## src/rtl/text_console_writer.sv

```systemverilog
// Character-RAM writer for the VGA text console: turns an ASCII byte stream
// into glyph base addresses at a cursor, with wrap, row clear and screen clear.
module text_console_writer #(
  parameter int          COLS        = 40,
  parameter int          ROWS        = 15,
  parameter logic [7:0]  BLANK_CODE  = 8'h20,
  parameter int          GLYPH_SHIFT = 5
) (
  input  logic        iClk,
  input  logic        iRst,
  input  logic [7:0]  iData,
  input  logic        iValid,
  output logic        oReady,
  output logic        oWrEn,
  output logic [9:0]  oWrAddr,
  output logic [11:0] oWrData,
  output logic [5:0]  oCursorCol,
  output logic [3:0]  oCursorRow,
  output logic        oBusy
);

  // state     | meaning
  // ST_IDLE   | accepting bytes, cursor valid
  // ST_CLRALL | blanking all cells 0..COLS*ROWS-1, one per cycle
  // ST_CLRROW | blanking the row the cursor has just moved onto
  typedef enum logic [1:0] {
    ST_IDLE   = 2'd0,
    ST_CLRALL = 2'd1,
    ST_CLRROW = 2'd2
  } state_t;

  localparam logic [9:0]  CELLS    = 10'(COLS * ROWS);
  localparam logic [9:0]  ROW_LEN  = 10'(COLS);
  localparam logic [5:0]  LAST_COL = 6'(COLS - 1);
  localparam logic [3:0]  LAST_ROW = 4'(ROWS - 1);

  localparam logic [7:0]  CH_BS = 8'h08;
  localparam logic [7:0]  CH_LF = 8'h0A;
  localparam logic [7:0]  CH_FF = 8'h0C;
  localparam logic [7:0]  CH_CR = 8'h0D;

  function automatic logic [11:0] glyph_addr(input logic [7:0] code);
    return 12'(code[6:0]) << GLYPH_SHIFT;
  endfunction

  function automatic logic [9:0] row_base(input logic [3:0] row);
    return 10'(row) * ROW_LEN;
  endfunction

  localparam logic [11:0] BLANK_GLYPH = 12'(BLANK_CODE[6:0]) << GLYPH_SHIFT;

  state_t      state_q, state_d;
  logic [9:0]  cnt_q, cnt_d;
  logic [5:0]  col_q, col_d;
  logic [3:0]  row_q, row_d;
  logic        wr_en_q, wr_en_d;
  logic [9:0]  addr_q, addr_d;
  logic [11:0] data_q, data_d;
  logic        ready_q, ready_d;
  logic        busy_q, busy_d;

  logic        accept;
  logic        printable;
  logic [3:0]  next_row;
  logic [9:0]  cur_base;

  assign accept    = (state_q == ST_IDLE) && iValid && ready_q;
  assign printable = (iData >= 8'h20) && (iData <= 8'h7E);
  assign next_row  = (row_q == LAST_ROW) ? 4'd0 : row_q + 4'd1;
  assign cur_base  = row_base(row_q);

  always_ff @(posedge iClk) begin
    if (iRst) begin
      state_q <= ST_CLRALL;
      cnt_q   <= '0;
      col_q   <= '0;
      row_q   <= '0;
      wr_en_q <= 1'b0;
      addr_q  <= '0;
      data_q  <= '0;
      ready_q <= 1'b0;
      busy_q  <= 1'b1;
    end else begin
      state_q <= state_d;
      cnt_q   <= cnt_d;
      col_q   <= col_d;
      row_q   <= row_d;
      wr_en_q <= wr_en_d;
      addr_q  <= addr_d;
      data_q  <= data_d;
      ready_q <= ready_d;
      busy_q  <= busy_d;
    end
  end

  always_comb begin
    state_d = state_q;
    cnt_d   = cnt_q;
    col_d   = col_q;
    row_d   = row_q;
    wr_en_d = 1'b0;
    addr_d  = addr_q;
    data_d  = data_q;
    ready_d = ready_q;
    busy_d  = busy_q;

    unique case (state_q)
      ST_CLRALL: begin
        if (cnt_q == CELLS) begin
          state_d = ST_IDLE;
          ready_d = 1'b1;
          busy_d  = 1'b0;
        end else begin
          wr_en_d = 1'b1;
          addr_d  = cnt_q;
          data_d  = BLANK_GLYPH;
          cnt_d   = cnt_q + 10'd1;
        end
      end

      ST_CLRROW: begin
        if (cnt_q == ROW_LEN) begin
          state_d = ST_IDLE;
          ready_d = 1'b1;
          busy_d  = 1'b0;
        end else begin
          wr_en_d = 1'b1;
          addr_d  = cur_base + cnt_q;
          data_d  = BLANK_GLYPH;
          cnt_d   = cnt_q + 10'd1;
        end
      end

      ST_IDLE: begin
        if (accept) begin
          if (printable) begin
            wr_en_d = 1'b1;
            addr_d  = cur_base + 10'(col_q);
            data_d  = glyph_addr(iData);
            if (col_q == LAST_COL) begin
              // Wrapping onto a new line also blanks it before more text lands
              col_d   = '0;
              row_d   = next_row;
              state_d = ST_CLRROW;
              cnt_d   = '0;
              ready_d = 1'b0;
              busy_d  = 1'b1;
            end else begin
              col_d = col_q + 6'd1;
            end
          end else begin
            unique case (iData)
              CH_CR: col_d = '0;
              CH_LF: begin
                col_d   = '0;
                row_d   = next_row;
                state_d = ST_CLRROW;
                cnt_d   = '0;
                ready_d = 1'b0;
                busy_d  = 1'b1;
              end
              CH_BS: begin
                if (col_q != 6'd0) begin
                  col_d   = col_q - 6'd1;
                  wr_en_d = 1'b1;
                  addr_d  = cur_base + 10'(col_q) - 10'd1;
                  data_d  = BLANK_GLYPH;
                end
              end
              CH_FF: begin
                col_d   = '0;
                row_d   = '0;
                state_d = ST_CLRALL;
                cnt_d   = '0;
                ready_d = 1'b0;
                busy_d  = 1'b1;
              end
              default: ;
            endcase
          end
        end
      end

      default: begin
        state_d = ST_CLRALL;
        cnt_d   = '0;
        ready_d = 1'b0;
        busy_d  = 1'b1;
      end
    endcase
  end

  assign oReady     = ready_q;
  assign oWrEn      = wr_en_q;
  assign oWrAddr    = addr_q;
  assign oWrData    = data_q;
  assign oCursorCol = col_q;
  assign oCursorRow = row_q;
  assign oBusy      = busy_q;

endmodule

```

## config.mk

```make
export PLATFORM = sky130hd
export DESIGN_NAME = text_console_writer
export DESIGN_NICKNAME = d
export VERILOG_FILES = /design/src/rtl/text_console_writer.sv
export SDC_FILE = /design/constraint.sdc
export NUM_CORES = 1
export LEC_CHECK = 0
export ABC_AREA = 1
export ABC_CLOCK_PERIOD_IN_PS = 3900
export CAP_MARGIN = 20
export CORE_MARGIN = 1.5
export CORE_UTILIZATION = 42
export DETAILED_ROUTE_END_ITERATION = 10
export SKIP_LAST_GASP = 1
export SYNTH_ARGS = -nofsm -noshare
export SYNTH_HDL_FRONTEND = slang
export SYNTH_SLANG_ARGS = --single-unit
```

## constraint.sdc

```tcl
create_clock -name iClk -period 3.9 [get_ports iClk]
set_input_delay 0.78 -clock iClk [delete_from_list [all_inputs] [get_ports iClk]]
set_output_delay 0.78 -clock iClk [all_outputs]
set_load 0.02 [all_outputs]
```

# Yosys cells after proc, flatten, opt, wreduce, memory -nomap -nowiden
# Cells that the tools add are included.
dict set report totals {
  latch_bits 0
  out_inout_bits 35
  n_memories 0
  ramBits 0
  inputBits 11
  romBits 0
  ff_bits 47
}
dict set report classes {
  n_eq_ne 22
  magnitude_cmp 2
  mul 1
  shifts 0
  reduce_logical 16
  addsub 7
  muxes 57
  bitwise_logic 0
  n_div 0
}
# cell n
set ops {}
lappend ops {{2-to-1 mux 10 bit} 12}
lappend ops {{2-to-1 mux 12 bit} 6}
lappend ops {{one-hot mux 10 bit (3 select lines)} 2}
lappend ops {{one-hot mux 12 bit (3 select lines)} 1}
lappend ops {{== test 8 x 4 -> 1 bit (second input constant)} 4}
lappend ops {{2-to-1 mux 1 bit} 18}
lappend ops {{2-to-1 mux 6 bit} 3}
lappend ops {{AND reduction 5 bit} 3}
lappend ops {{2-to-1 mux 4 bit} 3}
lappend ops {{one-hot mux 6 bit (2 select lines)} 1}
lappend ops {{adder 10 x 1 -> 10 bit (second input constant)} 1}
lappend ops {{adder 10 bit} 1}
lappend ops {{adder 10 x 6 -> 10 bit} 1}
lappend ops {{== test 10 bit (second input constant)} 1}
lappend ops {{== test 10 x 6 -> 1 bit (second input constant)} 1}
lappend ops {{2-to-1 mux 2 bit} 5}
lappend ops {{inequality test 2 bit (second input constant)} 5}
lappend ops {{subtractor 10 x 1 -> 10 bit (second input constant)} 1}
lappend ops {{inequality test 3 x 2 -> 1 bit (second input constant)} 3}
lappend ops {{one-hot mux 1 bit (3 select lines)} 3}
lappend ops {{nonzero test 3 bit} 3}
lappend ops {{>= comparator 8 x 6 -> 1 bit (second input constant)} 1}
lappend ops {{less-or-equal comparator 8 x 7 -> 1 bit (second input constant)} 1}
lappend ops {{one-hot mux 4 bit (2 select lines)} 1}
lappend ops {{other kinds (20)} 24}

# Longest topological paths before layout
# Gate-level depths: netlist (run 1).
dict set report depth {
  ltp_word 8
  depth_mapped 15
  mapped_depth_nobuf 15
}

# Least setup slack after synthesis (run 1)
# Ideal clock, no wire load.
dict set report synth_path {
  path_type {register to register}
  start {register row_q[1], in the netlist oCursorRow[1]}
  end {register addr_q[8], in the netlist oWrAddr[8]}
  setup_slack_ns 1.007
  stages_incl_launch_ff 14
  arrival_time_ns 2.776
  path_buffers 0
  required_ns 3.783
  synth_period_minus_slack_ns 2.893
  cell_sequence {dfxtp_1 > ha_1 > ha_1 > fa_1 > ha_1 > nand2_1 > inv_1 > nand4_1 > nand3_1 > or2_2 > nand3_1 > nand3_1 > nor2_1 > nor2_1}
}
dict set report synth_via {
  elab_chain_len 8
  elab_cells_between_ends 10
  cone_classes {add/sub: 3; mul: 1; mux: 6}
}
# element line_no
set synth_rtl {}
lappend synth_rtl {{start, declared} 55} ;# logic [3:0] row_q, row_d;
lappend synth_rtl {{start signal, assigned} 87} ;# row_q <= row_d;
lappend synth_rtl {{multiplier 4 x 3 -> 7 bit (*)} 47} ;# return 10'(row) * ROW_LEN;
lappend synth_rtl {{adder 10 x 6 -> 10 bit} {138, 166}}
lappend synth_rtl {{subtractor 10 x 1 -> 10 bit} 166} ;# addr_d = cur_base + 10'(col_q) - 10'd1;
lappend synth_rtl {{2-to-1 mux 10 bit} 163} ;# if (col_q != 6'd0) begin
lappend synth_rtl {{2-to-1 mux 10 bit} 152} ;# unique case (iData)
lappend synth_rtl {{2-to-1 mux 10 bit} 136} ;# if (printable) begin
lappend synth_rtl {{2-to-1 mux 10 bit} 135} ;# if (accept) begin
lappend synth_rtl {{one-hot mux 10 bit (3 select lines) (*)} 107} ;# unique case (state_q)
lappend synth_rtl {{end signal, assigned} 89} ;# addr_q <= addr_d;
lappend synth_rtl {{end, declared} 57} ;# logic [9:0] addr_q, addr_d;
# Mark *: on every way between the ends. The rest lies on a longest branch, timed or not. The select of a mux whose other input is x is not followed.
# A chain may end at the register's enable or synchronous reset.

# Worst setup path after layout (run 1)
# Ends and elaborated chain as after synthesis.

==> impl_summary.md, run 1 <==
Status
The run finished with clean final reports.

STA
Setup violations remaining at the end of the flow were counted as 0. After layout, the worst setup slack is 0.856 ns. The highest achievable clock rate is 329 MHz. After routing, the total negative slack on setup checks comes to 0 ns. In this run the tightest slew margin relative to its limit is 55.5%. The number of max-slew violations in the final report is 0. Counting I/O delays and the setup requirement, the final critical path takes 3.04 ns. Setup repair after global routing left no endpoint under its margin. The final count of hold timing violations was 0. Dividing the final minimum period by the clock period gives 78.0%. On the final layout, the worst clock skew is 0.00400 ns. At the pin with the least slew margin, the transition time is 0.667 ns.

Clock network
After clock tree synthesis, the clock-pin slew on the worst setup and hold paths is 0.09 ns. The maximum buffer depth of the clock tree is 2. The clock root buffer is clkbuf_8. The clock drives 42 sinks. Post-CTS timing repair inserted 0 buffers for setup. Once the clock tree was built, the resizer swapped 0 gates to a different size. The total CTS buffers is 5. TritonCTS built the clock tree. The later pin in the worst-skew pair is clocked with a latency of 0.31 ns. The hold buffer count at CTS is 0. The number of levels in the clock H-tree is 2.

Placement
The worst setup slack after placement is 0.869 ns. The half-perimeter wire length after placement is 7.02 mm. During placement, the flow inserted port buffers numbering 40. At the end of routability-driven placement, the weighted congestion stood at 0.935.

Worst hold path
The number of instances on the worst hold path is 2. The class of the worst hold path is reg -> reg. The hold-critical path endpoint is oBusy$_SDFFE_PP1P_. The hold path startpoint is oBusy$_SDFFE_PP1P_.

Global route
The initial antenna violation count came to 0. The total overflow reported by the global router is 0. After global routing, the most crowded layer is met2. Entering global routing, the biggest net connects 24 pins. Global routing consumed, on the met1 layer, 29.7% of the routing resources. Global routing consumed, on the met2 layer, 39.7% of the routing resources. The wire length of the first global-routing pass is 15.3 mm. The number of global-route vias before repair is 3219.

Global routing consumed, on the met3 layer, 2.79% of the routing resources. Global routing used 22.6% of the available tracks across all layers.

Logic synthesis
For this run, the number of Yosys warnings is 0. The share of the Yosys chip area taken by registers is 25.1%. The most used flip-flop cell after synthesis is dfxtp_1. After Yosys synthesis, full adders, half adders and majority gates account for 10.4% of the synthesized area. The commonest cells after synthesis are nand2_1 (120), nor2_1 (67), nand3_1 (51). The combinational family with the most area after synthesis is simple AND/OR/NAND/NOR gates. The cell type with the highest aggregate area in the netlist is dfxtp_1. The cell with the most instances after synthesis is nand2_1. The mapped netlist covers 3350 sq um.

Counting flops and latches in the post-synthesis netlist gives 42. The compound-cell area share of the yosys netlist is 13.1%. The synthesized area divided by synthesized cell count is 6.49 sq um. In the synthesized netlist the async set-or-reset flop fraction comes to 0%. In the synthesized netlist, mux cells make up 0% of the area.

The number of enable flip-flop cells after synthesis is 0. In this run, distinct cell masters in the synthesized netlist total 44. The count of mapped cells out of synthesis is 517. The xor/xnor cell area share of the yosys netlist is 4.40%.

The synthesized design devotes to its leading area cell type 25.1% of total area. The post-synthesis simple-gate area fraction is 36.8%. After synthesis, the cell types taking the most area are dfxtp_1 (25%), nand2_1 (13%), ha_1 (8.6%), nand3_1 (7.6%), nor2_1 (7.5%).

Die
For this design the top-level I/O count stands at 46. The area of the die is 8530 sq um. The effective utilization at floorplan is 43.4%. The number of placement rows is 32. The chip height is 92.4 um. The floorplan step defined a core boundary enclosing 7730 sq um. The floorplan step set the die width to 92.4 um.

Worst setup path
The worst setup path is launched from a flip-flop. For the worst flop-to-flop path, the logic depth is 13. The critical path capture point type is a flip-flop. The largest fanout of any net on the critical path is 12. The worst flop-to-flop path endpoint is oWrAddr[8]$_SDFFE_PP0P_. The data arrival time of the worst path is 3.25 ns.

The worst setup slack for register-to-register paths is 0.86 ns. For the worst setup path, the data required time is 4.11 ns. In this run the critical register-to-register path is launched from oCursorRow[1]$_SDFFE_PP0P_. The critical path is of the reg -> reg type.

Detailed routing
For this run, design rule violations remaining after detail routing come to 0. After detailed routing, the total wire length is 9.30 mm. After detailed routing, the number of vias per cell comes to 5.10.

For this block, the initial DRC count from the detailed router was 158. Once detail routing completed, the nets flagged for antenna violations numbered 0. The detailed-route wire length per cell is 14.3 um. The total vias in the final route is 3325. Before antenna repair, the detailed router went through 4 iterations.

Job
The max-cap violation count is 0.

Final layout
At the end of the flow, the number of nets in the layout was 586. In the final layout, the share of cells above drive strength 1 is 5.82%. The area growth from synthesis to layout is 16.6%. The final antenna diode count is 0.

Power
The static leakage is 1.74 nW. The worst vdd rail ir drop is 0.374 mV. The overall power consumption is 1.95 mW.

The power density over the cells is 500 nW/um^2.
[stage by stage]
stage | hold slack, ns | instances | cell area [sq um] | utilization, %
finish | 0.464 | 652 | 3910 | 50.6
CTS | 0.468 | 652 | 3910 | 50.6
global route | 0.487 | 652 | 3910 | 50.6
global placement | 0.447 | 644 | 3770 | 48.8
detailed placement | 0.443 | 644 | 3770 | 48.8
floorplan | 0.497 | 521 | 3370 | -
[power breakdown]
part / total (mW) / internal (mW) / switching, mW
combinational: 0.943 / 0.331 / 0.613
sequential: 0.582 / 0.520 / 0.0625
clock: 0.428 / 0.257 / 0.171
total: 1.95 / 1.11 / 0.846
[cell type report]
type	instances	area [sq um]
Fill cell	795	3820
Sequential cell	42	841
Clock inverter	3	68.8
Timing Repair Buffer	42	415
Inverter	54	203
Multi-Input combinational cell	404	2180
Clock buffer	5	68.8
Tap cell	102	128
[how the worst max path moves through the flow]
| stage | startpoint | end | slack [ns] | depth (start not counted) |
|---|---|---|---|---|
| after floorplan | oCursorRow[1]$_SDFFE_PP0P_ | oWrAddr[8]$_SDFFE_PP0P_ | 1.01 | 13 |
| after global placement | oCursorRow[1]$_SDFFE_PP0P_ | oWrAddr[8]$_SDFFE_PP0P_ | 0.95 | 13 |
| after detailed placement | oCursorRow[1]$_SDFFE_PP0P_ | oWrAddr[8]$_SDFFE_PP0P_ | 0.87 | 11 |
| after CTS | oCursorRow[1]$_SDFFE_PP0P_ | oWrAddr[8]$_SDFFE_PP0P_ | 0.86 | 13 |
| after global routing | oCursorRow[1]$_SDFFE_PP0P_ | oWrAddr[8]$_SDFFE_PP0P_ | 0.59 | 13 |
| final | oCursorRow[1]$_SDFFE_PP0P_ | oWrAddr[8]$_SDFFE_PP0P_ | 0.86 | 13 |
[registers in the layout (all words and copies together), names as in the netlist]
register	flops
oBusy	1
oCursorRow	4
oWrAddr	10
cnt_q	10
state_q	2
oWrEn	1
oWrData	7
oCursorCol	6
oReady	1
[routing by layer]
layer / share of wire, % / wire [um] / vias up
li1: - / - / 1740
met1: 47 / 4400 / 1527
met2: 48 / 4510 / 54
met3: 3.6 / 332 / 4
met4: 0.76 / 71 / 0
met5: 0 / 0 / -
[placed cells by master (no fill, tap or decap), drive strengths merged]
master,n
a21oi,37
nor3b,1
o32ai,1
nand2,125
clkinv,2
xor2,12
ha,23
nand4,10
dfxtp,42
bufinv,2
a22oi,2
clkbuf,5
a311oi,1
a22o,1
a211oi,1
clkdlybuf4s50,40
inv,53
fa,3
nor2,71
or2,3
nand3b,2
o21ai,32
conb,5
o211ai,1
nand3,53
buf,2
and3,1
a31oi,1
nor3,10
xnor2,4
a21o,1
o22ai,3
[worst max-delay path, stage by stage (launching register included)]
cell	delay (ns)
dfxtp_1	0.63
ha_1	0.32
ha_1	0.22
fa_1	0.61
ha_1	0.33
nand2_1	0.09
inv_1	0.05
nand4_1	0.06
nand3_1	0.08
or2_2	0.28
nand3_1	0.07
nand3_1	0.07
nor2_1	0.09
nor2_1	0.04
[cell families (layout without fill, tap and decap cells)]
group / Yosys count / count (layout)
buffers and inverters: 75 / 104
adders and majority gates: 26 / 26
other: 1 / 5
AOI/OAI and AO/OA: 81 / 81
DFF: 42 / 42
and+or+nand+nor: 276 / 276
xor gates and xnor gates: 16 / 16
No activity file was read; power rests on OpenSTA's default activity.
==> inputs of run 2 (changes only) <==
- ABC_CLOCK_PERIOD_IN_PS: 3900 -> 3000
- clock period: 3.9 -> 3 ns (I/O delays scaled with it)
==> run 2 against run 1 <==
  * Combinational power increased by 28%
  * Sequential power grew 30%
  * Global-route usage grew 0.17 points
  * Worst setup slack worse by 0.54 ns
  * Highest routed layer unchanged
  * Largest power group unchanged
  * Register-to-register slack got worse by 0.54 ns
  * Via count up 0.24%
  * Clock skew is 0.0024 ns higher
  * Sequential cell count is the same
  * Worst hold slack improved by 0.0060 ns
==> impl_summary.md, run 2 (synthesis gave the netlist of run 1 again) <==
Global route
The number of global-route vias before repair is 3176. The total routing resource utilization after global routing is 22.8%. The initial antenna violation count is 0. Global routing finished with a remaining overflow of 0. The maximum number of pins on one net before global-route repair is 23. The wire length of the first global-routing pass is 15.5 mm.

Clock network
The hold buffer count at CTS is 0. The post-CTS clock slew at the launch and capture registers of the worst setup and hold paths is 0.09 ns. The quantity of gates resized following cts is 0.

The total CTS buffers is 5. The number of buffers added for setup after CTS is 0. The H-tree was split into 2 levels. The tree built by TritonCTS fans out to 42 sinks.

The clock root buffer is clkbuf_8. The insertion delay of the later-clocked pin in the worst-skew pair is 0.31 ns. Counting along the longest clock path gives a buffer depth of 2. TritonCTS built the clock tree.

Final layout
The final antenna diode count is 0. The number of fillers in the final layout is 801. The most common cell after layout, fill and taps aside is nand2_1. The share of final-layout standard cells stronger than drive strength 1 is 6.50%. The number of nets in the finished design is 590. Across the whole layout, storage elements account for 841 sq um. The area occupied by multi-input gates is 2180 sq um. The top cell types in the final layout, fill and taps aside, are nand2_1 (120), nor2_1 (67), nand3_1 (51), inv_1 (50), dfxtp_1 (42). The cell area after layout is 3910 sq um.

Compared with the post-synthesis result, the final layout area differs by 16.7%.

STA
Setup repair after global routing left no endpoint under its margin. The headroom to the max-slew limit is 56.9%. In the post-route analysis, the smallest setup slack over all paths is 0.314 ns. The number of max-slew violations in the final report is 0.

Dividing the final minimum period by the clock period gives 89.5%. Between clock sinks in the finished design, the worst skew comes to 0.00638 ns. The highest achievable clock rate is 372 MHz. The total negative slack is 0 ns. The setup violation total in the final timing report is 0. The final count of hold timing violations is 0.

For the finished layout, the period the worst path requires is 2.69 ns. The measured slew at the worst slew-check pin is 0.646 ns.

Die
In this run the horizontal extent of the chip is 92.4 um. The floorplan has 32 rows. The chip height is 92.4 um. For this configuration, the core starts out at a cell density of 43.4%.

46 I/O pins were placed. The placeable core region is 7730 sq um. The die covers 8530 sq um.

Power
The overall power consumption is 2.44 mW. Sequential cells account for 31.0% of the total power. The fraction of power spent switching nets is 44.5%.

The internal power consumption is 1.35 mW. The clock network burns 19.6% of the power. The power density over the cells is 623 nW/um^2. The worst vdd rail ir drop is 0.426 mV.

Per report_power, the combinational group accounts for 49.5% of the total. The net switching power is 1.08 mW. Summed over all cells, the static leakage comes to 1.75 nW.

Worst setup path
The number of cells traversed by the worst register-to-register path is 13. The startpoint kind of the worst setup timing path is a flip-flop. Data on the critical path is required at its endpoint by 3.20 ns.

Along the worst path, the maximum fanout reaches 7. The critical path capture point type is a flip-flop. The critical path in this run is classified as reg -> reg. STA puts the critical path data arrival time at 2.89 ns.

Detailed routing
Summing over every cut layer, the via total after detailed routing is 3333. The final wirelength is 9.28 mm. The remaining design rule violation count is 0. The detailed-route wire length per cell is 14.1 um. After detailed routing, no signal wire sits above met4. Wire segments on met3 add up to 258 um in the final route. The remaining number of nets flagged by the antenna check after routing is 0.

The iteration-0 DRC count of the detailed router is 135. The total iterations of the first detailed-routing run is 4. The amount of wire on met2 after detailed routing is 4.57 mm. The met1 layer wirelength in the final routing is 4.38 mm. The ratio of routed vias to standard cells is 5.08.

Placement
The global placement routability congestion is 0.892. Timing analysis after detailed placement gives a worst setup slack of 0.317 ns. Once detailed placement completed, the half-perimeter wirelength came to 7.07 mm. Once placement finished, the instance area stood at 3800 sq um.

The count of buffers added on input and output ports is 40.

Worst hold path
Along the worst hold path, the cell count comes to 2. The worst hold path belongs to the class reg -> reg.

Status
The run finished with clean final reports.

Job
The tool flagged a number of max-cap violations equal to 0.
[run 2: cell count changes in the layout (fill, tap and decap cells not counted), sizes merged]
cell,change
buf,+4
inv,+1
bufinv,-1
[run 2: final timing paths]
check                             to                       start  slack (ns)
max          oWrAddr[8]$_SDFFE_PP0P_  oCursorRow[0]$_SDFFE_PP0P_        0.31
min          oWrData[8]$_SDFFE_PP0P_     oWrData[8]$_SDFFE_PP0P_        0.47
max reg2reg  oWrAddr[8]$_SDFFE_PP0P_  oCursorRow[0]$_SDFFE_PP0P_        0.31
min reg2reg  oWrData[8]$_SDFFE_PP0P_     oWrData[8]$_SDFFE_PP0P_        0.47
[run 2: worst max-delay path, cell delays in order (launching register included)]
cell and delay (ns):
dfxtp_1 0.39, ha_1 0.24, ha_1 0.20, fa_1 0.61, ha_1 0.32, nand2_1 0.09
inv_1 0.05, nand4_1 0.06, nand3_1 0.08, or2_2 0.28, nand3_1 0.07, nand3_1 0.07
nor2_1 0.09, nor2_1 0.04
[run 2: area by class of cell]
class	count	area share (%)
clock buffers	5	1.76
clock inverters	3	1.12
inverters	54	5.18
multi-input cells	404	55.8
flip-flops and latches	42	21.5
well taps	102	3.26
repair buffers	46	11.4
[run 2: layer usage]
metal,vias to the layer above,global-route usage [%]
met4,0,4.62
met5,-,0
met3,5,2.79
met1,1530,29.4
met2,53,40.7
li1,1745,-
[run 2: power groups by stage]
stage / logic [mW] / clock network, mW / registers [mW]
2_1_floorplan: 0.761 / 0 / 0.863
5_1_grt: 1.34 / 0.513 / 0.776
4_1_cts: 1.22 / 0.488 / 0.758
3_5_place_dp: 1.21 / 0 / 0.770
6_report: 1.21 / 0.477 / 0.756
3_3_place_gp: 1.21 / 0 / 0.766
[run 2: through the flow]
stage,utilization [%],std cells,hold slack [ns]
2_1_floorplan,-,521,0.497
3_3_place_gp,49.2,648,0.444
3_5_place_dp,49.2,648,0.455
4_1_cts,50.6,656,0.472
5_1_grt,50.6,656,0.483
6_report,50.6,656,0.470
==> inputs of run 3 (changes only) <==
- CAP_MARGIN: 20 -> 25
==> results of run 3 <==
Final layout, timing and power as in run 2 (identical DEF).
